<file path="src/rtl/adder_pkg.sv">
// Shared configuration for pipelined_adder: default geometry, slice width, config check.
// No logic; constants and elaboration helpers only.
// Optional signed-overflow output is enabled by defining ADDER_OVF_EN.
package adder_pkg;

  localparam int ADDER_WIDTH  = 32;
  localparam int ADDER_STAGES = 4;

  function automatic int chunk_bits(input int width, input int stages);
    return width / stages;
  endfunction

  // Geometry is legal when every stage gets an equal, non-empty slice.
  function automatic bit cfg_ok(input int width, input int stages);
    return (stages >= 1) && (stages <= width) && ((width % stages) == 0);
  endfunction

endpackage

</file>
<file path="src/rtl/adder_pipe_stage.sv">
// One slice of the pipelined adder: CHUNK-bit add plus valid/data/carry registers.
// Latency 1 cycle; holds everything while en is low (global stall).
// Final stage also registers the signed-overflow flag when ADDER_OVF_EN is defined.
module adder_pipe_stage
  import adder_pkg::*;
#(
  parameter int WIDTH = ADDER_WIDTH,
  parameter int CHUNK = 8,
  parameter int IDX   = 0,
  localparam int BIN  = WIDTH - IDX * CHUNK,
  localparam int BOUT = BIN - CHUNK,
`ifdef ADDER_OVF_EN
  localparam int XTRA = (BOUT == 0) ? 1 : 0,
`else
  localparam int XTRA = 0,
`endif
  localparam int DIN  = WIDTH + BIN,
  localparam int DOUT = WIDTH + BOUT + XTRA
) (
  input  logic            clk,
  input  logic            rst_n,
  input  logic            en,
  input  logic            in_vld,
  input  logic [DIN-1:0]  in_dat,
  input  logic            in_c,
  output logic            out_vld,
  output logic [DOUT-1:0] out_dat,
  output logic            out_c
);

  // in_dat = {b slices IDX and up, acc}; acc holds sum below slice IDX and a above it.
  logic [CHUNK:0]   slice;
  logic [WIDTH-1:0] acc_nxt;
  logic [DOUT-1:0]  dat_nxt;

  assign slice = {1'b0, in_dat[IDX*CHUNK +: CHUNK]}
               + {1'b0, in_dat[WIDTH +: CHUNK]}
               + {{CHUNK{1'b0}}, in_c};

  always_comb begin
    acc_nxt = in_dat[WIDTH-1:0];
    acc_nxt[IDX*CHUNK +: CHUNK] = slice[CHUNK-1:0];
  end

  if (BOUT > 0) begin : g_fwd
    assign dat_nxt = {in_dat[DIN-1:WIDTH+CHUNK], acc_nxt};
  end else begin : g_tail
`ifdef ADDER_OVF_EN
    logic a_msb;
    logic b_msb;
    assign a_msb   = in_dat[WIDTH-1];
    assign b_msb   = in_dat[DIN-1];
    assign dat_nxt = {(a_msb == b_msb) && (acc_nxt[WIDTH-1] != a_msb), acc_nxt};
`else
    assign dat_nxt = acc_nxt;
`endif
  end

  always_ff @(posedge clk or negedge rst_n) begin
    if (!rst_n) begin
      out_vld <= 1'b0;
      out_dat <= '0;
      out_c   <= 1'b0;
    end else if (en) begin
      out_vld <= in_vld;
      out_dat <= dat_nxt;
      out_c   <= slice[CHUNK];
    end
  end

endmodule

</file>
<file path="src/rtl/pipelined_adder.sv">
// WIDTH-bit a+b+cin split into STAGES registered slices; carry ripples one slice per clock.
// Latency STAGES cycles, one result per cycle; single global stall, in_ready = !out_valid || out_ready.
// Defining ADDER_OVF_EN adds the registered signed-overflow output ovf.
module pipelined_adder
  import adder_pkg::*;
#(
  parameter int WIDTH  = ADDER_WIDTH,
  parameter int STAGES = ADDER_STAGES
) (
  input  logic             clk,
  input  logic             rst_n,
  input  logic             in_valid,
  output logic             in_ready,
  input  logic [WIDTH-1:0] a,
  input  logic [WIDTH-1:0] b,
  input  logic             cin,
  output logic             out_valid,
  input  logic             out_ready,
  output logic [WIDTH-1:0] sum,
  output logic             cout
`ifdef ADDER_OVF_EN
  ,
  output logic             ovf
`endif
);

  localparam int CHUNK = chunk_bits(WIDTH, STAGES);
`ifdef ADDER_OVF_EN
  localparam int OVF_BITS = 1;
`else
  localparam int OVF_BITS = 0;
`endif

  if (!cfg_ok(WIDTH, STAGES)) begin : g_bad_cfg
    $error("pipelined_adder: need 1 <= STAGES <= WIDTH and WIDTH a multiple of STAGES");
  end

  logic advance;

  assign advance  = !out_valid || out_ready;
  assign in_ready = advance;

  for (genvar k = 0; k < STAGES; k++) begin : g_stage
    localparam int DIN  = 2 * WIDTH - k * CHUNK;
    localparam int DOUT = 2 * WIDTH - (k + 1) * CHUNK + ((k == STAGES - 1) ? OVF_BITS : 0);

    logic [DIN-1:0]  d_in;
    logic            v_in;
    logic            c_in;
    logic [DOUT-1:0] dat_q;
    logic            vld_q;
    logic            c_q;

    if (k == 0) begin : g_head
      assign d_in = {b, a};
      assign v_in = in_valid;
      assign c_in = cin;
    end else begin : g_body
      assign d_in = g_stage[k-1].dat_q;
      assign v_in = g_stage[k-1].vld_q;
      assign c_in = g_stage[k-1].c_q;
    end

    adder_pipe_stage #(
      .WIDTH (WIDTH),
      .CHUNK (CHUNK),
      .IDX   (k)
    ) u_stage (
      .clk     (clk),
      .rst_n   (rst_n),
      .en      (advance),
      .in_vld  (v_in),
      .in_dat  (d_in),
      .in_c    (c_in),
      .out_vld (vld_q),
      .out_dat (dat_q),
      .out_c   (c_q)
    );
  end

  assign out_valid = g_stage[STAGES-1].vld_q;
  assign sum       = g_stage[STAGES-1].dat_q[WIDTH-1:0];
  assign cout      = g_stage[STAGES-1].c_q;
`ifdef ADDER_OVF_EN
  assign ovf       = g_stage[STAGES-1].dat_q[WIDTH];
`endif

endmodule

</file>
<file path="config.mk">
export PLATFORM = sky130hd
export DESIGN_NAME = pipelined_adder
export DESIGN_NICKNAME = d
export VERILOG_FILES = /design/src/rtl/adder_pkg.sv /design/src/rtl/adder_pipe_stage.sv /design/src/rtl/pipelined_adder.sv
export SDC_FILE = /design/constraint.sdc
export NUM_CORES = 1
export LEC_CHECK = 0
export CORE_MARGIN = 2
export CORE_UTILIZATION = 63
export CTS_BUF_LIST = sky130_fd_sc_hd__clkbuf_16
export CTS_CLUSTER_SIZE = 30
export DETAILED_ROUTE_END_ITERATION = 6
export DONT_BUFFER_PORTS = 1
export PLACE_DENSITY = 0.79
export SLEW_MARGIN = 20
export SYNTH_ARGS = -nofsm -noshare
export SYNTH_HDL_FRONTEND = slang
export SYNTH_SLANG_ARGS = --single-unit
</file>
<file path="constraint.sdc">
create_clock -name clk -period 3.1 [get_ports clk]
set_input_delay 0.465 -clock clk [delete_from_list [all_inputs] [get_ports clk]]
set_output_delay 0.465 -clock clk [all_outputs]
set_load 0.005 [all_outputs]
</file>
==> summary.md, run 1 <==
| Metric | Value |
|---|---|
| Die Wd | 119 um |
| RSZ-0062 raised after global routing | false |
| Ys async rst share | 100% |
| Critical path class | flop to flop |
| Synth Area per Inst | 9.09 sq um |
| Die Ht | 119 um |
| Fin util | 69.9% |
| Post-route ant nets | 0 |
| Nets | 997 |
| Crit path time final | 2.39 ns |
| Grt ovf | 0 |
| CTS Sinks | 184 |
| Slowest cell delay on critical path | 0.49 ns |
| Layout cell share with drive strength beyond 1 | 4.53% |
| Total inserted antenna cells | 0 |
| VDD IR-drop max | 0.500 mV |
| Max Cap Violations | 0 |
| Die area | 14,100 sq um |
| Vias in the first global route | 5,802 |
| Power Density | 1060 nW/um^2 |
| CP cell instances | fa_1, fa_1, a211oi_2, nor2_1, o31a_1, o31a_1 |
| Setup WS pre-CTS | 0.741 ns |
| Failing checks | hold timing |
| Hold Vio Cnt, Final | 184 |
| YS warnings | 0 |
| # rows | 41 |
| Initial Utilization | 65.1% |
| Commonest non-fill, non-tap cell in the layout | nand2_1 |
| I/O pin count | 104 |
| WP data arrival | 2.70 ns |
| Postcts setup bufs | 0 |
| Hold Crit Class | input pin to asynchronous set/reset pin |
| Routability congestion estimate | 0.855 |
| Max-Slew Margin vs Limit | 42.9% |
| Final WS setup | 0.713 ns |
| Max-slew violations | 0 |
| Layout area overhead | 7.33% |
| Post-synth cell types | 31 |
| Root Buffer | clkbuf_16 |
| Max H-tree Level | 4 |
| Total CTS buffers | 17 |
| Vias | 5,957 |
| Status | complete, but fails checks |
| Commonest non-fill, non-tap cells in the layout | 485 x nand2_1, 184 x dfrtp_1, 28 x o21ai_0, 28 x ha_1 |
| Pleak | 0.00453 uW |
| Crit start category | flop |
| Slew @ Worst Pin | 0.857 ns |
| Syn Inst Count | 911 |
| CP required | 3.41 ns |
| Fin crit share | 77.0% |
| Number of remaining DRC errors | 0 |
| Filler cells | 1,043 |
| Upper clock frequency limit | 0.419 GHz |
| Clock Skew | 0.00676 ns |
| Area occupied by multi-input gates | 3470 sq um |
| Number of I/O port buffers | 0 |
| Crit-path slowest cell | fa_1 |
| Worst-Skew Late Latency | 0.43 ns |
| Area of the mapped netlist | 8280 sq um |
| Clock Path Buffers | 2 |
| WL/cell | 15.0 um |
| Tot GR Track Use | 24.6% |
| Drt pass-1 iters | 5 |
| Syn_nets | 1,016 |
| Critical path fanouts, max | 3 |
| Clk pin slew, worst setup/hold paths | 0.06 ns |
| Avg Vias per Cell | 5.53 |
| Initial antenna violation count | 0 |
| Setup TNS | 0 ns |
| Sequential area share after synthesis | 55.6% |
| Total routed wirelength | 16,100 um |
| Reg area | 4600 sq um |
| Post-synth top flop | dfrtp_1 |
| Crit. End Element | flop |
| Finish-stage setup viols | 0 |
| WHS | -0.271 ns |
| CTS tree | built |
| First-pass GRT wire length | 27,800 um |
| DR iter-0 viols | 608 |
| Number of synthesized register bits | 184 |
| Core area | 12,700 sq um |
| Post-synth EDFFs | 0 |
| DP HPWL | 10,600 um |
| Post-CTS sizing | 0 |
| Largest net degree at the start of global routing | 216 |
[synth_stat cells, types with 6 or more instances]
cell type / instances / area share (%)
nor3_1: 11 / 0.66
o31a_1: 8 / 0.85
a211oi_1: 17 / 1.5
o31ai_1: 8 / 0.72
nor3b_1: 16 / 1.4
a221oi_1: 7 / 0.74
buf_2: 24 / 1.4
nand2b_1: 9 / 0.68
ha_1: 28 / 4.2
nand2_1: 485 / 22
dfrtp_1: 184 / 56
a21o_1: 6 / 0.54
o21ai_0: 28 / 1.7
fa_1: 8 / 1.9
clkbuf_1: 15 / 0.68
nor2_1: 8 / 0.36
[worst max-delay path, delay by kind of cell, from the launching register on]
| family | cells | cell delay (ns) |
|---|---|---|
| fa+ha+maj | 2 | 0.95 |
| compound gates | 3 | 0.82 |
| flops | 1 | 0.40 |
| simple gates | 1 | 0.10 |
[through the flow]
stage | std cells | power [uW] | area [sq um]
2_1_floorplan | 911 | 6610 | 8280
3_3_place_gp | 1045 | 7210 | 8360
3_5_place_dp | 1045 | 7420 | 8360
4_1_cts | 1077 | 9440 | 8890
5_1_grt | 1077 | 10200 | 8890
6_report | 1077 | 9400 | 8890
[cell type report]
type / instances / area share [%]
Multi-Input combinational cell: 683 / 39.0
Timing Repair Buffer: 5 / 0.704
Tap cell: 172 / 2.42
Clock inverter: 15 / 1.24
Inverter: 1 / 0.0704
Clock buffer: 17 / 4.78
Sequential cell: 184 / 51.8
[cells by family (layout without fill, tap and decap cells)]
| family | count (synthesis) | count (layout) | synth area share, % |
|---|---|---|---|
| mux | 4 | 4 | 0.483 |
| compound gates | 92 | 92 | 8.05 |
| fa+ha+maj | 36 | 36 | 6.16 |
| flops | 184 | 184 | 55.6 |
| simple gates | 547 | 547 | 26.7 |
| xor+xnor | 4 | 4 | 0.423 |
| buf+inv | 44 | 38 | 2.63 |
[layer usage]
layer | part of all wire (%) | track usage, %
met4 | 2.0 | 9.52
met5 | 0 | 0
met1 | 47 | 34.7
met2 | 45 | 37.2
met3 | 6.0 | 6.18
[sequential cells by signal, summed over array words and instances (netlist names)]
| signal | cells |
|---|---|
| g_stage.u_stage.out_c | 4 |
| g_stage.u_stage.out_dat | 176 |
| g_stage.u_stage.out_vld | 4 |
[final timing paths]
check	startpoint	end	slack, ns	cells after the start
max in group asynchronous	rst_n	g_stage[0].u_stage.out_c	3.04	0
setup reg to reg	g_stage[0].u_stage.out_dat[8]	g_stage[1].u_stage.out_c	0.71	6
min in group clk	a[29]	g_stage[0].u_stage.out_dat[29]	0.14	2
hold / removal	rst_n	g_stage[2].u_stage.out_dat[4]	-0.27	0
setup / recovery	g_stage[0].u_stage.out_dat[8]	g_stage[1].u_stage.out_c	0.71	6
hold reg to reg	g_stage[2].u_stage.out_vld	g_stage[2].u_stage.out_vld	0.46	2
[report_power, final]
group / switching, uW / total [uW] / internal, uW
combinational: 1940 / 3290 / 1340
sequential: 701 / 4150 / 3450
clock: 881 / 1970 / 1090
Note: power is estimated with default switching activity, not from simulation.
==> run 2, diff against run 1 <==
Settings changed: CORE_UTILIZATION 63 to 57, PLACE_DENSITY 0.79 to 0.75.
Clock period 3.1 ns to 2 ns, I/O delays scaled along.
==> summary.md, run 2 (synthesis results as in run 1) <==
| Metric | Value |
|---|---|
| CP Buf/Inv Count | 0 (unchanged) |
| Sw Ratio | 37.1% (was 37.5%) |
| Avg Vias per Cell | 5.25 (was 5.53) |
| Hold Vio Cnt, Final | 184 (unchanged) |
| Drt pass-1 iters | 4 (was 5) |
| Fin util | 67.7% (was 69.9%) |
| Number of I/O port buffers | 0 (unchanged) |
| Critical path fanouts, max | 2 (was 3) |
| Most flops, register | g_stage.u_stage.out_dat (unchanged) |
| Clock Path Buffers | 2 (unchanged) |
| Largest net degree at the start of global routing | 185 (was 216) |
| Slowest cell delay on critical path | 0.42 ns (was 0.49 ns) |
| WHS | -0.442 ns (was -0.271 ns) |
| Reg area | 4600 sq um (unchanged) |
| Vias | 6,077 (was 5,957) |
| Max-slew violations | 0 (unchanged) |
| Max layer used | met4 (unchanged) |
| Tot GR Track Use | 23.1% (was 24.6%) |
| Internal | 9750 uW (was 5880 uW) |
| Clock network fraction of design power | 21.7% (was 20.9%) |
| Commonest non-fill, non-tap cell in the layout | nand2_1 (unchanged) |
| First-pass GRT wire length | 29,200 um (was 27,800 um) |
| CTS tree | built (unchanged) |
| Max FFs per register | 176 (unchanged) |
| WP data arrival | 2.55 ns (was 2.70 ns) |
| Total power | 15,500 uW (was 9400 uW) |
| Root Buffer | clkbuf_16 (unchanged) |
| DP HPWL | 10,700 um (was 10,600 um) |
| CP dominant cell by count | fa_2 |
| CP cell instances | fa_2, fa_2, a211oi_2, nor2_1, o31a_1, o31ai_1 (was fa_1, fa_1, a211oi_2, nor2_1, o31a_1, o31a_1) |
| CP required | 2.32 ns (was 3.41 ns) |
| Slew @ Worst Pin | 0.397 ns (was 0.857 ns) |
| Delay-heaviest family, CP | compound AO/OA/AOI/OAI gates (was adder cells) |
| Hold Crit Class | input pin to asynchronous set/reset pin (unchanged) |
| Setup TNS | -0.795 ns (was 0 ns) |
| Max-Slew Margin vs Limit | 73.4% (was 42.9%) |
| Crit-path slowest cell | fa_2 (was fa_1) |
| Routability congestion estimate | 0.839 (was 0.855) |
| Number of remaining DRC errors | 0 (unchanged) |
| WL/cell | 14.6 um (was 15.0 um) |
| Critical path class | flop to flop (unchanged) |
| Clock Skew | 0.0103 ns (was 0.00676 ns) |
| # rows | 44 (was 41) |
| Status | complete, but fails checks (unchanged) |
| VDD IR-drop max | 0.873 mV (was 0.500 mV) |
| Area occupied by multi-input gates | 3560 sq um (was 3470 sq um) |
| Hold buffer count at cts | 48 |
| Max H-tree Level | 4 (unchanged) |
| Total inserted antenna cells | 0 (unchanged) |
| Top flop regs | g_stage.u_stage.out_dat x176, g_stage.u_stage.out_c x4, g_stage.u_stage.out_vld x4 (unchanged) |
| Total routed wirelength | 16,900 um (was 16,100 um) |
| Initial antenna violation count | 0 (unchanged) |
| Setup WS pre-CTS | -0.158 ns (was 0.741 ns) |
| I/O pin count | 104 (unchanged) |
| Clk pin slew, worst setup/hold paths | 0.07 ns (was 0.06 ns) |
| Upper clock frequency limit | 0.448 GHz (was 0.419 GHz) |
| Die area | 15,500 sq um (was 14,100 sq um) |
| Pleak | 0.00488 uW (was 0.00453 uW) |
| Worst-Skew Late Latency | 0.44 ns (was 0.43 ns) |
| Crit. End Element | flop (unchanged) |
| Power Density | 1590 nW/um^2 (was 1060 nW/um^2) |
| Grt ovf | 0 (unchanged) |
| Vias in the first global route | 6,092 (was 5,802) |
| Total CTS buffers | 17 (unchanged) |
| Nets | 1,066 (was 997) |
| Crit start category | flop (unchanged) |
| CTS Sinks | 184 (unchanged) |
| Die Wd | 125 um (was 119 um) |
| NetSw | 5740 uW (was 3530 uW) |
| Final WS setup | -0.231 ns (was 0.713 ns) |
| Max Cap Violations | 0 (unchanged) |
| Met3 wire len | 730 um (was 965 um) |
| Layout cell share with drive strength beyond 1 | 8.52% (was 4.53%) |
| Crit path time final | 2.23 ns (was 2.39 ns) |
| Finish-stage setup viols | 7 (was 0) |
| Filler cells | 1,103 (was 1,043) |
| Comb power frac | 37.1% (was 35.0%) |
| Share of power burned in registers | 41.3% (was 44.1%) |
| DR WL met2 | 7460 um (was 7330 um) |
| DR iter-0 viols | 386 (was 608) |
| Commonest non-fill, non-tap cells in the layout | 485 x nand2_1, 184 x dfrtp_1, 48 x dlygate4sd3_1 (was 485 x nand2_1, 184 x dfrtp_1, 28 x o21ai_0, 28 x ha_1) |
| Met1 Wirelength | 8440 um (was 7510 um) |
| Failing checks | hold timing, setup timing (was hold timing) |
| Initial Utilization | 57.7% (was 65.1%) |
| Post-route ant nets | 0 (unchanged) |
| Die Ht | 125 um (was 119 um) |
| RSZ-0062 raised after global routing | true (was false) |
| Fin crit share | 112% (was 77.0%) |
| Core area | 14,400 sq um (was 12,700 sq um) |
| Layout area overhead | 17.5% (was 7.33%) |
==> run 2: cell type report <==
class	count	area share, %
clock inverter	15	1.68
multi-input combinational	683	36.6
tap	184	2.37
clock buffer	17	4.37
inverter	1	0.0900
sequential	184	47.3
timing repair buffer	74	7.58
==> run 2: timing repair <==
item                                    in CTS  in global routing
endpoints found under the setup margin       7                 13
setup buffers                                3                  2
pin swaps                                    6                  9
resized for setup                            4                 12
endpoints found under the hold margin      232                184
==> run 2: power by group through the flow <==
stage               Sequential [uW]  Clock [uW]  Combinational, uW
global placement               6410           0               5110
floorplan                      6130           0               4160
CTS                            6400        3430               5520
finish                         6390        3360               5740
detailed placement             6460           0               5300
global route                   6620        3570               6560
==> run 2: worst reg2reg max path: cells and delay by family, from the launching register on <==
kind,cells,cell delay (ns)
compound gates,3,0.85
fa+ha+maj,2,0.79
flops,1,0.41
simple gates,1,0.08
==> run 2: path summary, 6_finish.rpt <==
path	from	to	slack [ns]	depth (start not counted)
min in group clk	a[24]	g_stage[0].u_stage.out_dat[24]	0.03	2
worst max-delay path	g_stage[0].u_stage.out_c	g_stage[1].u_stage.out_dat[14]	-0.23	6
worst min register to register	g_stage[1].u_stage.out_dat[9]	g_stage[2].u_stage.out_dat[9]	0.46	2
worst max register to register	g_stage[0].u_stage.out_c	g_stage[1].u_stage.out_dat[14]	-0.23	6
worst min-delay path	rst_n	g_stage[3].u_stage.out_dat[4]	-0.44	0
max in group asynchronous	rst_n	g_stage[3].u_stage.out_dat[29]	2.17	0
==> run 2: per-layer routing <==
layer | track usage, % | vias to the layer above
met2 | 33.9 | 117
met3 | 5.97 | 22
met4 | 6.87 | 0
met5 | 0 | -
li1 | - | 3073
met1 | 34.0 | 2865
==> run 2: through the flow <==
stage                     instance area, sq um  hold slack (ns)  cells
after CTS                                 9670           -0.463   1158
after global placement                    8570          0.00825   1075
after detailed placement                  8570          0.00822   1075
after global routing                      9730           -0.471   1158
final                                     9730           -0.442   1158
after floorplan                           8300          0.00441    911
==> run 3, diff against run 2 <==
==> constraint.sdc (replaced) <==
create_clock -name clk -period 2 [get_ports clk]
set_input_delay 0.4 -clock clk [delete_from_list [all_inputs] [get_ports clk]]
set_output_delay 0.4 -clock clk [all_outputs]
set_load 0.005 [all_outputs]
==> summary.md, run 3 (synthesis results as in run 1) <==
| Metric | Value |
|---|---|
| Layout area overhead | 12.5% (was 17.5%) |
| WL/cell | 14.7 um (was 14.6 um) |
| Avg Vias per Cell | 5.37 (was 5.25) |
| Setup WS pre-CTS | -0.202 ns (was -0.158 ns) |
| Initial antenna violation count | 0 (unchanged) |
| Drt pass-1 iters | 5 (was 4) |
| RSZ-0062 raised after global routing | true (unchanged) |
| Nets | 1,024 (was 1,066) |
| Crit start category | flop (unchanged) |
| Initial Utilization | 57.7% (unchanged) |
| Upper clock frequency limit | 0.440 GHz (was 0.448 GHz) |
| Fin crit share | 114% (was 112%) |
| Crit path time final | 2.27 ns (was 2.23 ns) |
| Power Density | 1700 nW/um^2 (was 1590 nW/um^2) |
| CP required | 2.31 ns (was 2.32 ns) |
| Status | complete, but fails checks (unchanged) |
| Worst setup path end | g_stage[2].u_stage.out_c (was g_stage[1].u_stage.out_dat[14]) |
| First-pass GRT wire length | 27,700 um (was 29,200 um) |
| Critical path class | flop to flop (unchanged) |
| Clock Path Buffers | 2 (unchanged) |
| Commonest non-fill, non-tap cells in the layout | 485 x nand2_1, 184 x dfrtp_1, 28 x ha_1, 28 x buf_4, 27 x o21ai_0 (was 485 x nand2_1, 184 x dfrtp_1, 48 x dlygate4sd3_1) |
| Max-Slew Margin vs Limit | 70.3% (was 73.4%) |
| Number of I/O port buffers | 0 (unchanged) |
| Number of remaining DRC errors | 0 (unchanged) |
| Clk pin slew, worst setup/hold paths | 0.07 ns (about the same) |
| Die area | 15,500 sq um (unchanged) |
| WP data arrival | 2.59 ns (was 2.55 ns) |
| Vias | 5,990 (was 6,077) |
| Finish-stage setup viols | 8 (was 7) |
| VDD IR-drop max | 0.737 mV (was 0.873 mV) |
| Worst R2R End | g_stage[2].u_stage.out_c (was g_stage[1].u_stage.out_dat[14]) |
| Reg2reg start | g_stage[1].u_stage.out_dat[16] (was g_stage[0].u_stage.out_c) |
| Hold Crit Class | input pin to asynchronous set/reset pin (unchanged) |
| Worst-Skew Late Latency | 0.43 ns (was 0.44 ns) |
| Max Cap Violations | 0 (unchanged) |
| Clock Skew | 0.00628 ns (was 0.0103 ns) |
| # rows | 44 (unchanged) |
| Pleak | 0.00473 uW (was 0.00488 uW) |
| Max FFs per register | 176 (unchanged) |
| Max H-tree Level | 4 (unchanged) |
| Reg2reg path depth | 6 (unchanged) |
| Largest net degree at the start of global routing | 185 (unchanged) |
| Total inserted antenna cells | 0 (unchanged) |
| # placed instances | 1,077 (was 1,075) |
| Slew @ Worst Pin | 0.445 ns (was 0.397 ns) |
| I/O pin count | 104 (unchanged) |
| CTS Sinks | 184 (unchanged) |
| Total routed wirelength | 16,400 um (was 16,900 um) |
| Grt ovf | 0 (unchanged) |
| Total CTS buffers | 17 (unchanged) |
| Core area | 14,400 sq um (unchanged) |
| Max-slew violations | 0 (unchanged) |
| Most flops, register | g_stage.u_stage.out_dat (unchanged) |
| Failing checks | hold timing, setup timing (unchanged) |
| Routability congestion estimate | 0.831 (was 0.839) |
| DR iter-0 viols | 402 (was 386) |
| Setup TNS | -1.27 ns (was -0.795 ns) |
| Commonest non-fill, non-tap cell in the layout | nand2_1 (unchanged) |
| CTS tree | built (unchanged) |
| Tot GR Track Use | 21.9% (was 23.1%) |
| WHS | -0.336 ns (was -0.442 ns) |
| Top flop regs | g_stage.u_stage.out_dat x176, g_stage.u_stage.out_c x4, g_stage.u_stage.out_vld x4 (unchanged) |
| Post-route ant nets | 0 (unchanged) |
| Critical Path Start | g_stage[1].u_stage.out_dat[16] (was g_stage[0].u_stage.out_c) |
| Layout cell share with drive strength beyond 1 | 9.33% (was 8.52%) |
| Critical path fanouts, max | 2 (unchanged) |
| Die Wd | 125 um (unchanged) |
| Root Buffer | clkbuf_16 (unchanged) |
| Final WS setup | -0.274 ns (was -0.231 ns) |
| Filler cells | 1,179 (was 1,103) |
| Crit. End Element | flop (unchanged) |
| Die Ht | 125 um (unchanged) |
| Hold Vio Cnt, Final | 184 (unchanged) |
| Setup slack, reg-to-reg | -0.27 ns (was -0.23 ns) |
| DP HPWL | 10,400 um (was 10,700 um) |
| Vias in the first global route | 5,647 (was 6,092) |
| Non-filler cells, final | 1,116 (was 1,158) |
==> run 3: layout make-up <==
class                      count  area [sq um]  area share, %
tap                          184           230           2.47
clock buffer                  17           425           4.56
inverter                       1          8.76         0.0939
sequential                   184          4600           49.4
timing repair buffer          32           273           2.93
clock inverter                15           208           2.23
multi-input combinational    683          3570           38.3
==> run 3: routing by layer <==
layer	up-vias	track usage [%]	share of wire, %
li1	2989	-	-
met1	2827	33.5	50
met2	153	30.9	43
met3	21	4.94	4.9
met4	0	7.53	1.5
met5	-	0	0
==> run 3: worst max-delay path: stages (launching register included) <==
cell and delay, ns:
dfrtp_1 0.41, fa_2 0.41, fa_2 0.39, a211oi_4 0.25, nor2_1 0.11, o31a_1 0.29
o31a_1 0.29
==> run 3: repair_timing <==
item / CTS / global route
pin swaps: 8 / 8
setup buffers: 5 / 3
resized for setup: 2 / 17
endpoints found under the setup margin: 7 / 13
endpoints found under the hold margin: 184 / 184
==> run 3: worst min-delay path by stage <==
stage | start | to | depth (start not counted)
global placement | rst_n | g_stage[3].u_stage.out_dat[5] | 0
detailed placement | rst_n | g_stage[3].u_stage.out_dat[5] | 0
global route | rst_n | g_stage[3].u_stage.out_dat[7] | 0
finish | rst_n | g_stage[3].u_stage.out_dat[7] | 0
floorplan | rst_n | g_stage[0].u_stage.out_c | 0
CTS | rst_n | g_stage[3].u_stage.out_dat[5] | 0
==> run 3: where the power goes <==
part | switching, uW | internal, uW | leakage, uW
sequential | 1070 | 5340 | 0.00222
combinational | 3240 | 2580 | 0.00219
clock | 1390 | 2200 | 0.000318
==> run 3: per-stage QoR <==
step	utilization (%)	total power, uW	area, sq um	hold slack (ns)
2_1_floorplan	-	10300	8300	0.104
3_3_place_gp	59.5	11500	8540	0.108
3_5_place_dp	59.5	11700	8540	0.108
4_1_cts	64.2	15500	9220	-0.354
5_1_grt	64.9	17100	9320	-0.358
6_report	64.9	15800	9320	-0.336
==> edit 1: new RTL, settings of run 2 <==
Set the package constant `ADDER_WIDTH` to 28 (it was 32).
--- a/src/rtl/adder_pkg.sv
+++ b/src/rtl/adder_pkg.sv
@@ -3,7 +3,7 @@
 // Optional signed-overflow output is enabled by defining ADDER_OVF_EN.
 package adder_pkg;
 
-  localparam int ADDER_WIDTH  = 32;
+  localparam int ADDER_WIDTH  = 28;
   localparam int ADDER_STAGES = 4;
 
   function automatic int chunk_bits(input int width, input int stages);
Interface: changed (resized a, b and sum); port bits go from 104 to 92. No check against the original RTL was run, so the function may have changed too.
==> edit 1 against run 2 <==
The flow finishes with violations (hold timing). Hold slack improved by 0.015 ns. Total power decreased by 9.9%. Critical path depth rose by 1. Synthesized cell count fell by 12%. Area after synthesis down 12%. Largest power group unchanged. Highest routed layer unchanged. Setup slack improved by 0.25 ns. Critical path type unchanged. Wire length shrank 16%. Cell count fell by 11%. Die area decreased by 12%. Sequential cell count shrank 22. Combinational power decreased by 16%. Cell area fell by 12%.
==> edit 1: results (changes against run 2) <==
- The commonest cells after synthesis are sky130_fd_sc_hd__nand2_1 (391), sky130_fd_sc_hd__dfrtp_1 (162), sky130_fd_sc_hd__buf_2 (28).
- The number of unique standard cell types used by synthesis is 37 (+19%).
- The synthesized net count came to 894 (-12%).
- The origin of the critical flop-to-flop path is g_stage[0].u_stage.out_dat[7].
- The final hold violation count is 162 (-12%).
- The net switching power figure is 0.00485 W (-15%).
- The share of cell area taken by muxes after synthesis came to 0.550% (+0.067 points).
- The post-synthesis compound-gate area fraction is 7.77% (-0.28 points).
- The register-to-register setup slack is 0.02 ns (+0.25 ns).
- The cell family contributing the most delay on the critical path is adder cells.
- The placer's final routability congestion estimate came to 0.848 (+1.1%).
- The tightest hold margin is -0.427 ns (+0.0155 ns).
- The met2 track demand over resource in global routing is 36.0% (+2.0 points).
- The standard cell area after detailed placement is 7510 µm² (-12%).
- The total power after layout was 0.0140 W (-9.9%).
- The global routing met3 resource utilization was 6.28% (+0.31 points).
- The maximum number of pins on one net before global-route repair came to 163 (-12%).
- The post-route minimum period is 1.98 ns (-0.250 ns).
- Sorting the synthesized cells by area gives the leading types as sky130_fd_sc_hd__dfrtp_1 (56%), sky130_fd_sc_hd__nand2_1 (20%), sky130_fd_sc_hd__ha_1 (4.1%), sky130_fd_sc_hd__fa_1 (2.2%), sky130_fd_sc_hd__buf_2 (1.9%).
- The met3 layer wire length in the routed design is 692 µm (-5.2%).
- The final reports fail on hold timing.
- The wire length of the first global-routing pass is 23.9 mm (-18%).
- The number of buffers added to fix hold violations after cts came to 41 (-15%).
- The share of post-route cells with drive strength above 1 is 8.18% (-0.34 points).
- The total length of routed wires was 14.1 mm (-16%).
- The arrival time reported for the critical path endpoint is 2.34 ns (-0.21 ns).
- The run finished, with violations left.
- The placed cell count was 952 (-11%).
- The worst-case vdd ir drop is 0.894 mV (+2.4%).
- The largest registers in the layout are g_stage.u_stage.out_dat: 154 flops, g_stage.u_stage.out_c: 4 flops, g_stage.u_stage.out_vld: 4 flops.
- The post-route clock skew is 0.00742 ns (-0.00290 ns).
- The power drawn by the sequential cells is 0.00561 W (-12%).
- The fraction of power consumed by combinational cells is 34.7% (-2.4 points).
- The instance count of the mapped netlist came to 801 (-12%).
- The later-pin clock latency in the skew report is 0.42 ns (-0.02 ns).
- The detailed-route vias per instance was 5.25 (about the same).
- The number of design-rule violations left by the first detailed-router iteration was 425 (+10%).
## edit 1: cell count changes after synthesis, moves of 8 or more
cell                       change
sky130_fd_sc_hd__a21oi_1      +24
sky130_fd_sc_hd__nor3_1       -10
sky130_fd_sc_hd__o21ai_0      -14
sky130_fd_sc_hd__nor3b_1       -8
sky130_fd_sc_hd__o21ai_1      +13
sky130_fd_sc_hd__nor2_1       +14
sky130_fd_sc_hd__a211oi_1      -8
sky130_fd_sc_hd__inv_1        +12
sky130_fd_sc_hd__dfrtp_1      -22
sky130_fd_sc_hd__o31ai_1       -8
sky130_fd_sc_hd__nand2_1      -94
## edit 1: layout make-up
class                   instances  area (µm²)  share of cell area [%]
clock buffers                  17         425                    4.94
clock inverters                15         216                    2.51
inverters                      13        53.8                   0.625
multi-input cells             588        3040                    35.3
flip-flops and latches        162        4050                    47.1
well taps                     172         215                    2.50
repair buffers                 61         611                    7.09
## edit 1: worst min-delay path by stage
stage,start,to,slack [ns],cells past startpoint
floorplan,rst_n,g_stage[0].u_stage.out_c,0.004,0
global placement,rst_n,g_stage[3].u_stage.out_dat[9],0.009,0
detailed placement,rst_n,g_stage[3].u_stage.out_dat[9],0.008,0
CTS,rst_n,g_stage[0].u_stage.out_dat[9],-0.45,0
global route,rst_n,g_stage[3].u_stage.out_dat[11],-0.45,0
finish,rst_n,g_stage[3].u_stage.out_dat[9],-0.43,0
## edit 1: what timing repair did
item | CTS | global route
setup endpoints to repair | 4 | 7
pin swaps | 11 | 14
resized for setup | 3 | 6
buffers inserted | 3 | 0
endpoints found under the hold margin | 203 | 162
## edit 1: per-stage QoR
stage	hold slack, ns	TNS [ns]
after floorplan	0.00441	0
after global placement	0.00932	0
after detailed placement	0.00784	-0.0908
after CTS	-0.447	-0.0140
after global routing	-0.452	-0.134
final	-0.427	0
==> edit 2: new RTL, config.mk and constraints of run 2 <==
Made on the original files. Make the reset (`rst_n`) synchronous in one clocked block.
--- a/src/rtl/adder_pipe_stage.sv
+++ b/src/rtl/adder_pipe_stage.sv
@@ -56,7 +56,7 @@
 `endif
   end
 
-  always_ff @(posedge clk or negedge rst_n) begin
+  always_ff @(posedge clk) begin
     if (!rst_n) begin
       out_vld <= 1'b0;
       out_dat <= '0;
Function: differs if rst_n is asserted again (counterexample within 10 cycles, from zero or initial values and one cycle with rst_n low); with rst_n held inactive, the same outputs for 10 cycles.
==> edit 2 against run 2 <==
The run ends with setup timing left. Sequential cell count unchanged. First-iteration DRC count grew 58%. Critical path depth did not move. Cell area down 10%. Via count increased by 2.3%. Area after synthesis down 6.4%. Setup slack improved by 0.22 ns. Die area fell by 6.2%. Fmax increased by 11%. Wire length grew 0.27%. Clock skew decreased by 0.0041 ns.
Power is not compared: it rests on default switching activity, and its combinational part moved more than twofold at a synthesized area within 25%.
==> edit 2: results (changes against run 2) <==
- The run finished, with violations left.
- The final reports fail on setup timing.
- The met1 usage in global routing is 33.5% (-0.59 points).
- Sorting the synthesized cells by area gives the leading types as sky130_fd_sc_hd__dfxtp_1 (47%), sky130_fd_sc_hd__nand2_1 (16%), sky130_fd_sc_hd__a21oi_1 (11%), sky130_fd_sc_hd__ha_1 (4.5%), sky130_fd_sc_hd__fa_1 (2.1%).
- The number of unique standard cell types used by synthesis is 47 (+52%).
- The layout buffer count excluding clock buffers is 37 (-50%).
- The worst hold path belongs to the class in2reg.
- The sequential fraction of total cell area is 42.2% (-5.1 points).
- The setup total negative slack is -0.0116 ns (+0.784 ns).
- met2 is the most crowded layer.
- The capturing element of the worst setup path is g_stage[1].u_stage.out_c.
- Among all flip-flop cells after synthesis, the most frequent one is sky130_fd_sc_hd__dfxtp_1.
- The instance count of the mapped netlist is 948 (+4.1%).
- The first-pass iteration count of the detailed router came to 6 (+2).
- The non-clock inverter total of the final layout is 5 (+4).
- The met2 track demand over resource in global routing came to 34.9% (+0.91 points).
- The post-layout net count is 1045 (-2.0%).
- The placer's final routability congestion estimate is 0.827 (-1.5%).
- The total vias in the final route is 6216 (+2.3%).
- The estimated wirelength of the detail-placed design was 10.6 mm (-0.79%).
- The portion of the post-synthesis area used by sequential elements is 47.5% (-8.1 points).
- The standard cell area after detailed placement is 7890 µm² (-7.9%).
- The final count of negative-setup-slack endpoints is 1 (-6).
- The final worst-path setup slack is -0.0116 ns (+0.219 ns).
- The worst register-to-register path begins at g_stage[0].u_stage.out_c.
- The share of post-route cells with drive strength above 1 came to 8.41% (-0.11 points).
-- edit 2: cell types whose count changed after synthesis, sizes merged, moves of 10 or more --
cell,delta
nand3,+16
a21oi,+166
nor3b,-16
dfxtp,+184
nand2,-164
a211o,+14
clkbuf,+19
o21ai,-18
a211oi,-10
dfrtp,-184
-- edit 2: worst reg2reg max path, cell delays in order (launching register included) --
cell	delay, ns
sky130_fd_sc_hd__dfxtp_2	0.33
sky130_fd_sc_hd__fa_2	0.40
sky130_fd_sc_hd__fa_2	0.42
sky130_fd_sc_hd__a211oi_4	0.26
sky130_fd_sc_hd__o21ai_2	0.10
sky130_fd_sc_hd__a31o_2	0.25
sky130_fd_sc_hd__o2bb2ai_2	0.11
-- edit 2: cell families after synthesis --
logic type,synth area share (%)
buf+inv,4.15
simple gates,21.8
fa+ha+maj,6.58
flops,47.5
mux,0.516
xor+xnor,0.452
compound gates,19.0
